### config.mk
export PLATFORM = sky130hd
export DESIGN_NAME = apb_req_bridge
export DESIGN_NICKNAME = d
export VERILOG_FILES = /design/src/rtl/apb_req_bridge.sv
export SDC_FILE = /design/constraint.sdc
export NUM_CORES = 1
export LEC_CHECK = 0
export ABC_AREA = 1
export CAP_MARGIN = 0
export CORE_UTILIZATION = 41
export DETAILED_ROUTE_END_ITERATION = 6
export PLACE_DENSITY = 0.91
export SLEW_MARGIN = 20
export SYNTH_ARGS = -nofsm -noshare
export SYNTH_HDL_FRONTEND = slang
export SYNTH_SLANG_ARGS = --single-unit
export TNS_END_PERCENT = 50
### constraint.sdc
create_clock -name clk_i -period 3.45 [get_ports clk_i]
set_input_delay 1.035 -clock clk_i [delete_from_list [all_inputs] [get_ports clk_i]]
set_output_delay 1.035 -clock clk_i [all_outputs]
set_load 0.02 [all_outputs]
### src/rtl/apb_req_bridge.sv
// Bridges a req/gnt/rvalid data port onto single APB3 master transfers, one outstanding at a time.
// Sub-word writes are answered with an error; define APB_BRIDGE_TIMEOUT_EN to abort hung ACCESS phases.
module apb_req_bridge #(
  parameter int APB_ADDR_WIDTH = 32,
  parameter int APB_DATA_WIDTH = 32,
  parameter int TIMEOUT_CYCLES = 255
) (
  input  logic                      clk_i,
  input  logic                      rst_i,
  input  logic                      req_i,
  input  logic [APB_ADDR_WIDTH-1:0] addr_i,
  input  logic                      we_i,
  input  logic [3:0]                be_i,
  input  logic [APB_DATA_WIDTH-1:0] wdata_i,
  output logic                      gnt_o,
  output logic                      rvalid_o,
  output logic [APB_DATA_WIDTH-1:0] rdata_o,
  output logic                      err_o,
  output logic [APB_ADDR_WIDTH-1:0] paddr_o,
  output logic [APB_DATA_WIDTH-1:0] pwdata_o,
  output logic                      pwrite_o,
  output logic                      psel_o,
  output logic                      penable_o,
  input  logic [APB_DATA_WIDTH-1:0] prdata_i,
  input  logic                      pready_i,
  input  logic                      pslverr_i
);

  typedef enum logic [1:0] {IDLE, SETUP, ACCESS, REJECT} state_e;

  state_e                    state_q, state_d;
  logic                      rvalid_q, rvalid_d;
  logic                      err_q, err_d;
  logic [APB_DATA_WIDTH-1:0] rdata_q, rdata_d;
  logic [APB_ADDR_WIDTH-1:0] paddr_q, paddr_d;
  logic [APB_DATA_WIDTH-1:0] pwdata_q, pwdata_d;
  logic                      pwrite_q, pwrite_d;
  logic                      psel_q, psel_d;
  logic                      penable_q, penable_d;

  // Transfers are always word-aligned on APB; the low address bits are dropped.
  logic unused_addr;
  assign unused_addr = ^addr_i[1:0];

`ifdef APB_BRIDGE_TIMEOUT_EN
  localparam logic [15:0] TO_LAST = 16'(TIMEOUT_CYCLES - 1);
  logic [15:0] cnt_q, cnt_d;
`endif

  assign gnt_o = (state_q == IDLE) && req_i;

  always_comb begin
    state_d  = state_q;
    rvalid_d = 1'b0;
    err_d    = 1'b0;
    rdata_d  = rdata_q;
    paddr_d  = paddr_q;
    pwdata_d = pwdata_q;
    pwrite_d = pwrite_q;
`ifdef APB_BRIDGE_TIMEOUT_EN
    cnt_d    = cnt_q;
`endif
    case (state_q)
      IDLE: begin
        if (req_i) begin
          paddr_d  = {addr_i[APB_ADDR_WIDTH-1:2], 2'b00};
          pwdata_d = wdata_i;
          pwrite_d = we_i;
          state_d  = (we_i && be_i != 4'hF) ? REJECT : SETUP;
`ifdef APB_BRIDGE_TIMEOUT_EN
          cnt_d    = '0;
`endif
        end
      end
      SETUP: state_d = ACCESS;
      ACCESS: begin
        if (pready_i) begin
          state_d  = IDLE;
          rvalid_d = 1'b1;
          err_d    = pslverr_i;
          if (!pwrite_q) rdata_d = prdata_i;
        end
`ifdef APB_BRIDGE_TIMEOUT_EN
        // Terminal wait cycle with no ready: give up and report an error.
        else if (cnt_q == TO_LAST) begin
          state_d  = IDLE;
          rvalid_d = 1'b1;
          err_d    = 1'b1;
        end else begin
          cnt_d = cnt_q + 16'd1;
        end
`endif
      end
      REJECT: begin
        state_d  = IDLE;
        rvalid_d = 1'b1;
        err_d    = 1'b1;
      end
      default: state_d = IDLE;
    endcase
    psel_d    = (state_d == SETUP) || (state_d == ACCESS);
    penable_d = (state_d == ACCESS);
  end

  always_ff @(posedge clk_i) begin
    if (rst_i) begin
      state_q   <= IDLE;
      rvalid_q  <= 1'b0;
      err_q     <= 1'b0;
      rdata_q   <= '0;
      paddr_q   <= '0;
      pwdata_q  <= '0;
      pwrite_q  <= 1'b0;
      psel_q    <= 1'b0;
      penable_q <= 1'b0;
`ifdef APB_BRIDGE_TIMEOUT_EN
      cnt_q     <= '0;
`endif
    end else begin
      state_q   <= state_d;
      rvalid_q  <= rvalid_d;
      err_q     <= err_d;
      rdata_q   <= rdata_d;
      paddr_q   <= paddr_d;
      pwdata_q  <= pwdata_d;
      pwrite_q  <= pwrite_d;
      psel_q    <= psel_d;
      penable_q <= penable_d;
`ifdef APB_BRIDGE_TIMEOUT_EN
      cnt_q     <= cnt_d;
`endif
    end
  end

  assign rvalid_o  = rvalid_q;
  assign err_o     = err_q;
  assign rdata_o   = rdata_q;
  assign paddr_o   = paddr_q;
  assign pwdata_o  = pwdata_q;
  assign pwrite_o  = pwrite_q;
  assign psel_o    = psel_q;
  assign penable_o = penable_q;

endmodule

# Word-level counts from Yosys, hierarchy flattened
# Index checks and enable logic that the tools add are counted.
[totals]
register_bits = 101
elab_cells = 30
input_bits = 106
output_inout_bits = 102
[op_classes]
eq_ne = 6
bitwise_logic = 1
reduce_logical = 6
mux = 8
[op_table]
columns = ["cell", "count"]
rows = [
  ["one-hot mux 2 bit (4 select lines)", 1],
  ["== test 2 bit (second input constant)", 3],
  ["two-way mux 2 bit", 3],
  ["== test 2 x 1 -> 1 bit (second input constant)", 2],
  ["!= test 4 bit (second input constant)", 1],
  ["one-hot mux 1 bit (2 select lines)", 2],
  ["AND reduction 3 bit", 1],
  ["logical AND 1 bit", 2],
  ["logical NOT 2 bit", 1],
  ["two-way mux 1 bit", 2],
  ["AND reduction 2 bit", 1],
  ["logical OR 1 bit", 1],
  ["inverter 1 bit", 1],
]

# Depth between registers and ports, before layout
# Gate-level depths: netlist of run 1.
[logic_depth]
word_depth = 7
mapped_depth = 8
ltp_nobuf = 8

# Worst setup path before layout of run 1
# OpenSTA, ideal clock, no wires.
[synth_path]
path_kind = "input port to output port"
from = "input port req_i"
to = "output port gnt_o"
path_stages = 3
path_slack_ns = 1.068
arrival_ns = 1.347
n_path_buf = 1
cell_sequence = "nand2_4 > inv_4 > buf_4"
[synth_between]
elab_chain_cells = 1
[synth_rtl]
columns = ["item", "line_no", "rtl"]
rows = [
  ["from (decl)", "10", "input logic req_i,"],
  ["logical AND 1 bit", "50", "assign gnt_o = (state_q == IDLE) && req_i;"],
  ["to (decl)", "15", "output logic gnt_o,"],
]
# No other way between the ends.

# Final worst setup path of run 1
# Same ends and word-level chain as after synthesis.

==> results of run 1 <==
[worst max-delay path by stage]
stage               start     to  slack [ns]  cells past startpoint
floorplan           req_i  gnt_o        1.07                      3
global placement    req_i  gnt_o        0.14                      4
detailed placement  req_i  gnt_o        0.13                      4
CTS                 req_i  gnt_o        0.13                      4
global route        req_i  gnt_o        0.11                      4
finish              req_i  gnt_o        0.13                      4
[cell type report]
class                           count  share of cell area
Multi-Input combinational cell    307               0.226
Clock inverter                      3             0.00735
Inverter                            8             0.00562
Sequential cell                   101               0.349
Tap cell                          105              0.0227
Timing Repair Buffer              208               0.360
Clock buffer                       13              0.0292
[state kept, by name, indices dropped and copies added (netlist names)]
signal	count
pwdata_o	32
rdata_o	32
paddr_o	30
state_q	2
err_o	1
penable_o	1
psel_o	1
pwrite_o	1
rvalid_o	1
[cell families (layout without fill, tap and decap cells)]
family / Yosys count / count (layout) / synth area share
buf+inv: 39 / 232 / 0.0732
compound gates: 97 / 97 / 0.136
other cells: 1 / 2 / 0.00105
flops: 101 / 101 / 0.564
fa+ha+maj: 1 / 1 / 0.00349
simple gates: 207 / 207 / 0.223
[worst reg2reg max path, stage by stage, from the launching register on]
cell and delay (ns):
dfxtp_1 0.46, nor2_4 0.09, nand2_4 0.07, buf_4 0.54
ha_1 0.36, nor2_1 0.10
[cells in the final DEF, fill, tap and decap left out, types with 2 or more instances in the layout]
cell	n
clkdlybuf4s50_1	203
nor2_1	197
dfxtp_1	101
o21ai_1	55
o21ai_0	39
clkbuf_8	12
nand2_1	5
inv_1	4
buf_4	4
inv_2	3
a21oi_1	2
conb_1	2
[per-layer routing]
| layer | GRT usage | up-vias |
|---|---|---|
| met5 | 0 | - |
| met4 | 0.0883 | 0 |
| met1 | 0.230 | 1628 |
| met3 | 0.0638 | 20 |
| li1 | - | 1789 |
| met2 | 0.401 | 126 |
[per-stage QoR]
step,instances,utilization
finish,745,0.694
global route,745,0.694
CTS,745,0.694
detailed placement,729,0.668
global placement,729,0.668
floorplan,447,-
[power groups by stage]
stage	clock network [mW]	registers, mW	logic (mW)
4_1_cts	0.798	1.33	0.733
3_5_place_dp	0	1.36	0.730
6_report	0.778	1.33	0.730
2_1_floorplan	0	1.48	0.247
3_3_place_gp	0	1.35	0.711
5_1_grt	0.849	1.34	0.788
==> qor.txt, run 1 <==
CP Capture Type - primary output
IO buf count - 203
CP most frequent cell - clkdlybuf4s50_1
syn avg cell area - 8.04 um2
clk_skew - 0.00882 ns
Hold-fix buffers, CTS - 0
critical path's top delay family - buffers and inverters
CTS sink count - 101
maximum number of pins on one net before global-route repair - 66
Worst Tran Pin Value - 0.667 ns
Slew headroom - 0.555
Comb power frac - 0.257
core area - 8340 um2
die area - 9130 um2
Post-DRT Antenna Nets - 0
Inserted Diodes - 0
status - finished clean
hold path depth - 2
multi-input logic area - 1310 um2
chip width - 95.5 um
# setup viols final - 0
worst hold endpoint - pwdata_o[30]
f_max - 302 MHz
Die Y - 95.5 um
FF+latch area - 2020 um2
Clock Power Share - 0.274
via count - 3563
CP cell instances - clkdlybuf4s50_1, nand2_4, inv_4, clkdlybuf4s50_1
switch share - 0.285
post-synth top area share - 0.564
CTS resizes - 0
yosys warns - 0
Tmin final - 3.32 ns
GP Congestion - 0.782
Seq pwr share - 0.468
P&R area growth vs syn - 61.3%
hold violation count in the final report - 0
max cap viols - 0
power density over the cells - 490 nW/um2
root buffer cell - clkbuf_8
htree depth - 3
first-pass GRT wire length - 15.4 mm
Synth cell types - 23
RSZ-0062 raised after global routing - no
Setup Buffers After CTS - 0
worst vdd ir - 0.277 mV
metal3 WL - 700 um
worst hold path class - flop to flop
worst-path fanout max - 2
DR WL/cell - 13.7 um
routed vias/inst - 4.78
Worst Path Required - 2.41 ns
clock tree from TritonCTS - built
top routing layer in use - met4
Finished Cell Area - 5790 um2
filler cell count - 661
sw power - 0.808 mW
final worst-path cycle share - 0.961
slowest CP cell - clkdlybuf4s50_1
Clock Tree Buf Depth - 2
setup ws final - 0.134 ns
FF-to-FF path depth - 5
top post-synthesis cells by area - dfxtp_1, nor2_1, o21ai_1, o21ai_0, buf_6
number of synthesized flops with an enable pin - 0
hold slack - 0.489 ns
Worst Path Arrival - 2.28 ns
CTS clock-pin slew for the worst setup and hold paths - 0.09 ns
Synth Flop Type - dfxtp_1
register bit total from synthesis - 101
DR WL met2 - 5.24 mm
Startpoint Class - input port
hpwl dp - 7.41 mm
M1 WL - 4.08 mm
area leader, netlist - dfxtp_1
setup_tns - 0 ns
Synth top cells by count - nor2_1, dfxtp_1, o21ai_1, o21ai_0
Final nets - 742
num rows - 33
Ports - 208
Mapped Cells - 446
Starting Density - 0.430
clock latency on the worst-skew pair - 0.35 ns
grt ovf - 0
vias in the first global route - 3329
slowest stage delay, CP - 0.59 ns
total wire length - 10.2 mm
Post-DP Area - 5570 um2
LEAKAGE - 2.24 nW
CP Class - input port to primary output
Starting DRT DRC Count - 74
CP bufs+invs - 3
layout cell share with drive strength beyond 1 - 0.0438
Overall Power - 2.84 mW
initial antenna violation count - 0
Netlist Area Pre-Place - 3590 um2
Synth async-reset ratio - 0
Pint - 2.03 mW
CTS buffer count - 9
cell with the most instances after synthesis - nor2_1
DRC - 0
startpoint of the worst-slack reg-to-reg timing path - state_q[1]
Worst Min Path Start - pwdata_o[30]
reg2reg setup slack - 1.77 ns
register area share after synthesis - 0.564
worst flop-to-flop path endpoint - psel_o
Pre-Repair DR Iteration Count - 4
Final Slew Violations - 0
gr usage total - 0.218
dpl ws - 0.128 ns
No activity file was read; power rests on OpenSTA's default activity.
==> run 2: changes to the inputs <==
SLEW_MARGIN = unset   (was 20)
==> results of run 2 <==
Final layout, timing and power as in run 1 (identical DEF).
==> run 3: changes to the inputs <==
CORE_UTILIZATION = 35   (was 41)
DONT_BUFFER_PORTS = 1   (was unset)
PLACE_DENSITY = 0.45   (was 0.91)
==> run 3 against run 2 <==
Net effect:
- core utilization shrank 30 points
- die area rose by 17%
- maximum frequency up 51%
- hold slack improved by 0.053 ns
- clock-buffer cell count decreased by 3
- cell area is 33% lower
- non-clock buffer count fell by 205
- total power fell by 2.0%
- register-to-register slack got worse by 0.18 ns
- critical path depth decreased by 2
- critical endpoint unchanged
- largest power group unchanged
- highest routed layer unchanged
==> qor.txt, run 3 (synthesis gave the netlist of run 1 again) <==
status - finished clean
worst flop-to-flop path endpoint - rdata_o[31]
reg2reg setup slack - 1.59 ns
routed vias/inst - 4.74
filler cell count - 1038
root buffer cell - clkbuf_8
CP bufs+invs - 1
Setup Buffers After CTS - 0
grt ovf - 0
CTS sink count - 101
crit path from - req_i
Overall Power - 2.78 mW
Core Util, Final - 0.391
Die Y - 103 um
first-pass GRT wire length - 12.5 mm
hpwl dp - 5.73 mm
Starting Density - 0.364
FF-to-FF path depth - 5
maximum number of pins on one net before global-route repair - 66
CTS buffer count - 9
Final Slew Violations - 0
slowest stage delay, CP - 0.09 ns
multi-input logic area - 1310 um2
CTS clock-pin slew for the worst setup and hold paths - 0.09 ns
setup ws final - 1.25 ns
LEAKAGE - 1.51 nW
FF+latch area - 2020 um2
# setup viols final - 0
CTS resizes - 0
slowest CP cell - inv_4
dpl ws - 0.915 ns
Worst Path Required - 2.41 ns
layout cell share with drive strength beyond 1 - 0.0621
f_max - 454 MHz
hold path depth - 2
Setup crit end - gnt_o
RSZ-0062 raised after global routing - no
CP cell instances - nand2_4, inv_4
Post-DRT Antenna Nets - 0
DRC - 0
power density over the cells - 721 nW/um2
clock latency on the worst-skew pair - 0.36 ns
core area - 9860 um2
die area - 10700 um2
max cap viols - 0
final worst-path cycle share - 0.638
critical path's top delay family - buffers and inverters
GP Congestion - 0.672
Tmin final - 2.20 ns
worst hold path class - flop to flop
hold slack - 0.541 ns
clk_skew - 0.00684 ns
Inserted Diodes - 0
Worst Path Arrival - 1.17 ns
commonest non-fill, non-tap cell in the layout - nor2_1
chip width - 103 um
Final nets - 537
Ports - 208
most frequent cells in the layout - nor2_1, dfxtp_1, o21ai_1
via count - 2692
Hold-fix buffers, CTS - 0
Startpoint Class - input port
htree depth - 3
num rows - 36
Worst Tran Pin Value - 0.718 ns
vias in the first global route - 2584
IO buf count - 0
Slew headroom - 0.520
CP Class - input port to primary output
DR WL/cell - 15.1 um
total wire length - 8.56 mm
Clock Tree Buf Depth - 2
Starting DRT DRC Count - 62
startpoint of the worst-slack reg-to-reg timing path - pwrite_o
gr usage total - 0.156
clock tree from TritonCTS - built
Pre-Repair DR Iteration Count - 4
hold violation count in the final report - 0
setup_tns - 0 ns
initial antenna violation count - 0
CP Capture Type - primary output
worst-path fanout max - 2
P&R area growth vs syn - 7.53%
Levels on crit path - 2
worst vdd ir - 0.253 mV
-- run 3: cell types whose count changed in the layout (fill, tap and decap cells not counted), sizes merged --
cell	previous run	this run
buf	5	3
bufinv	1	5
clkbuf	13	10
clkdlybuf4s50	203	0
clkinv	1	0
-- run 3: worst min-delay path by stage --
| stage | startpoint | endpoint | slack, ns |
|---|---|---|---|
| final | state_q[1] | rvalid_o | 0.54 |
| after global routing | state_q[1] | rvalid_o | 0.60 |
| after CTS | state_q[1] | rvalid_o | 0.55 |
| after detailed placement | state_q[1] | rvalid_o | 0.53 |
| after global placement | state_q[1] | rvalid_o | 0.53 |
| after floorplan | state_q[1] | rvalid_o | 0.50 |
-- run 3: metal layers --
| metal | global-route usage | vias up | wire length [um] |
|---|---|---|---|
| met1 | 0.162 | 1177 | 3310 |
| met3 | 0.0652 | 14 | 1050 |
| met2 | 0.264 | 126 | 4000 |
| met4 | 0.0899 | 0 | 205 |
| met5 | 0 | - | 0 |
| li1 | - | 1375 | - |
-- run 3: layout make-up --
cell class                 count  share of cell area
sequential                   101               0.524
inverter                       8             0.00843
multi-input combinational    307               0.339
tap                          133              0.0431
timing repair buffer           3             0.00908
clock buffer                  10              0.0357
clock inverter                 6              0.0409
-- run 3: report_power, final --
group          total [mW]  switching [mW]  internal (mW)
combinational       0.256           0.166         0.0894
sequential           1.48           0.203           1.27
clock                1.05           0.400          0.648
total                2.78           0.769           2.01
-- run 3: per-stage QoR --
step	std cells	cell area [um2]
final	568	3860
after detailed placement	552	3560
after global placement	552	3560
after CTS	568	3860
after global routing	568	3860
after floorplan	447	3590
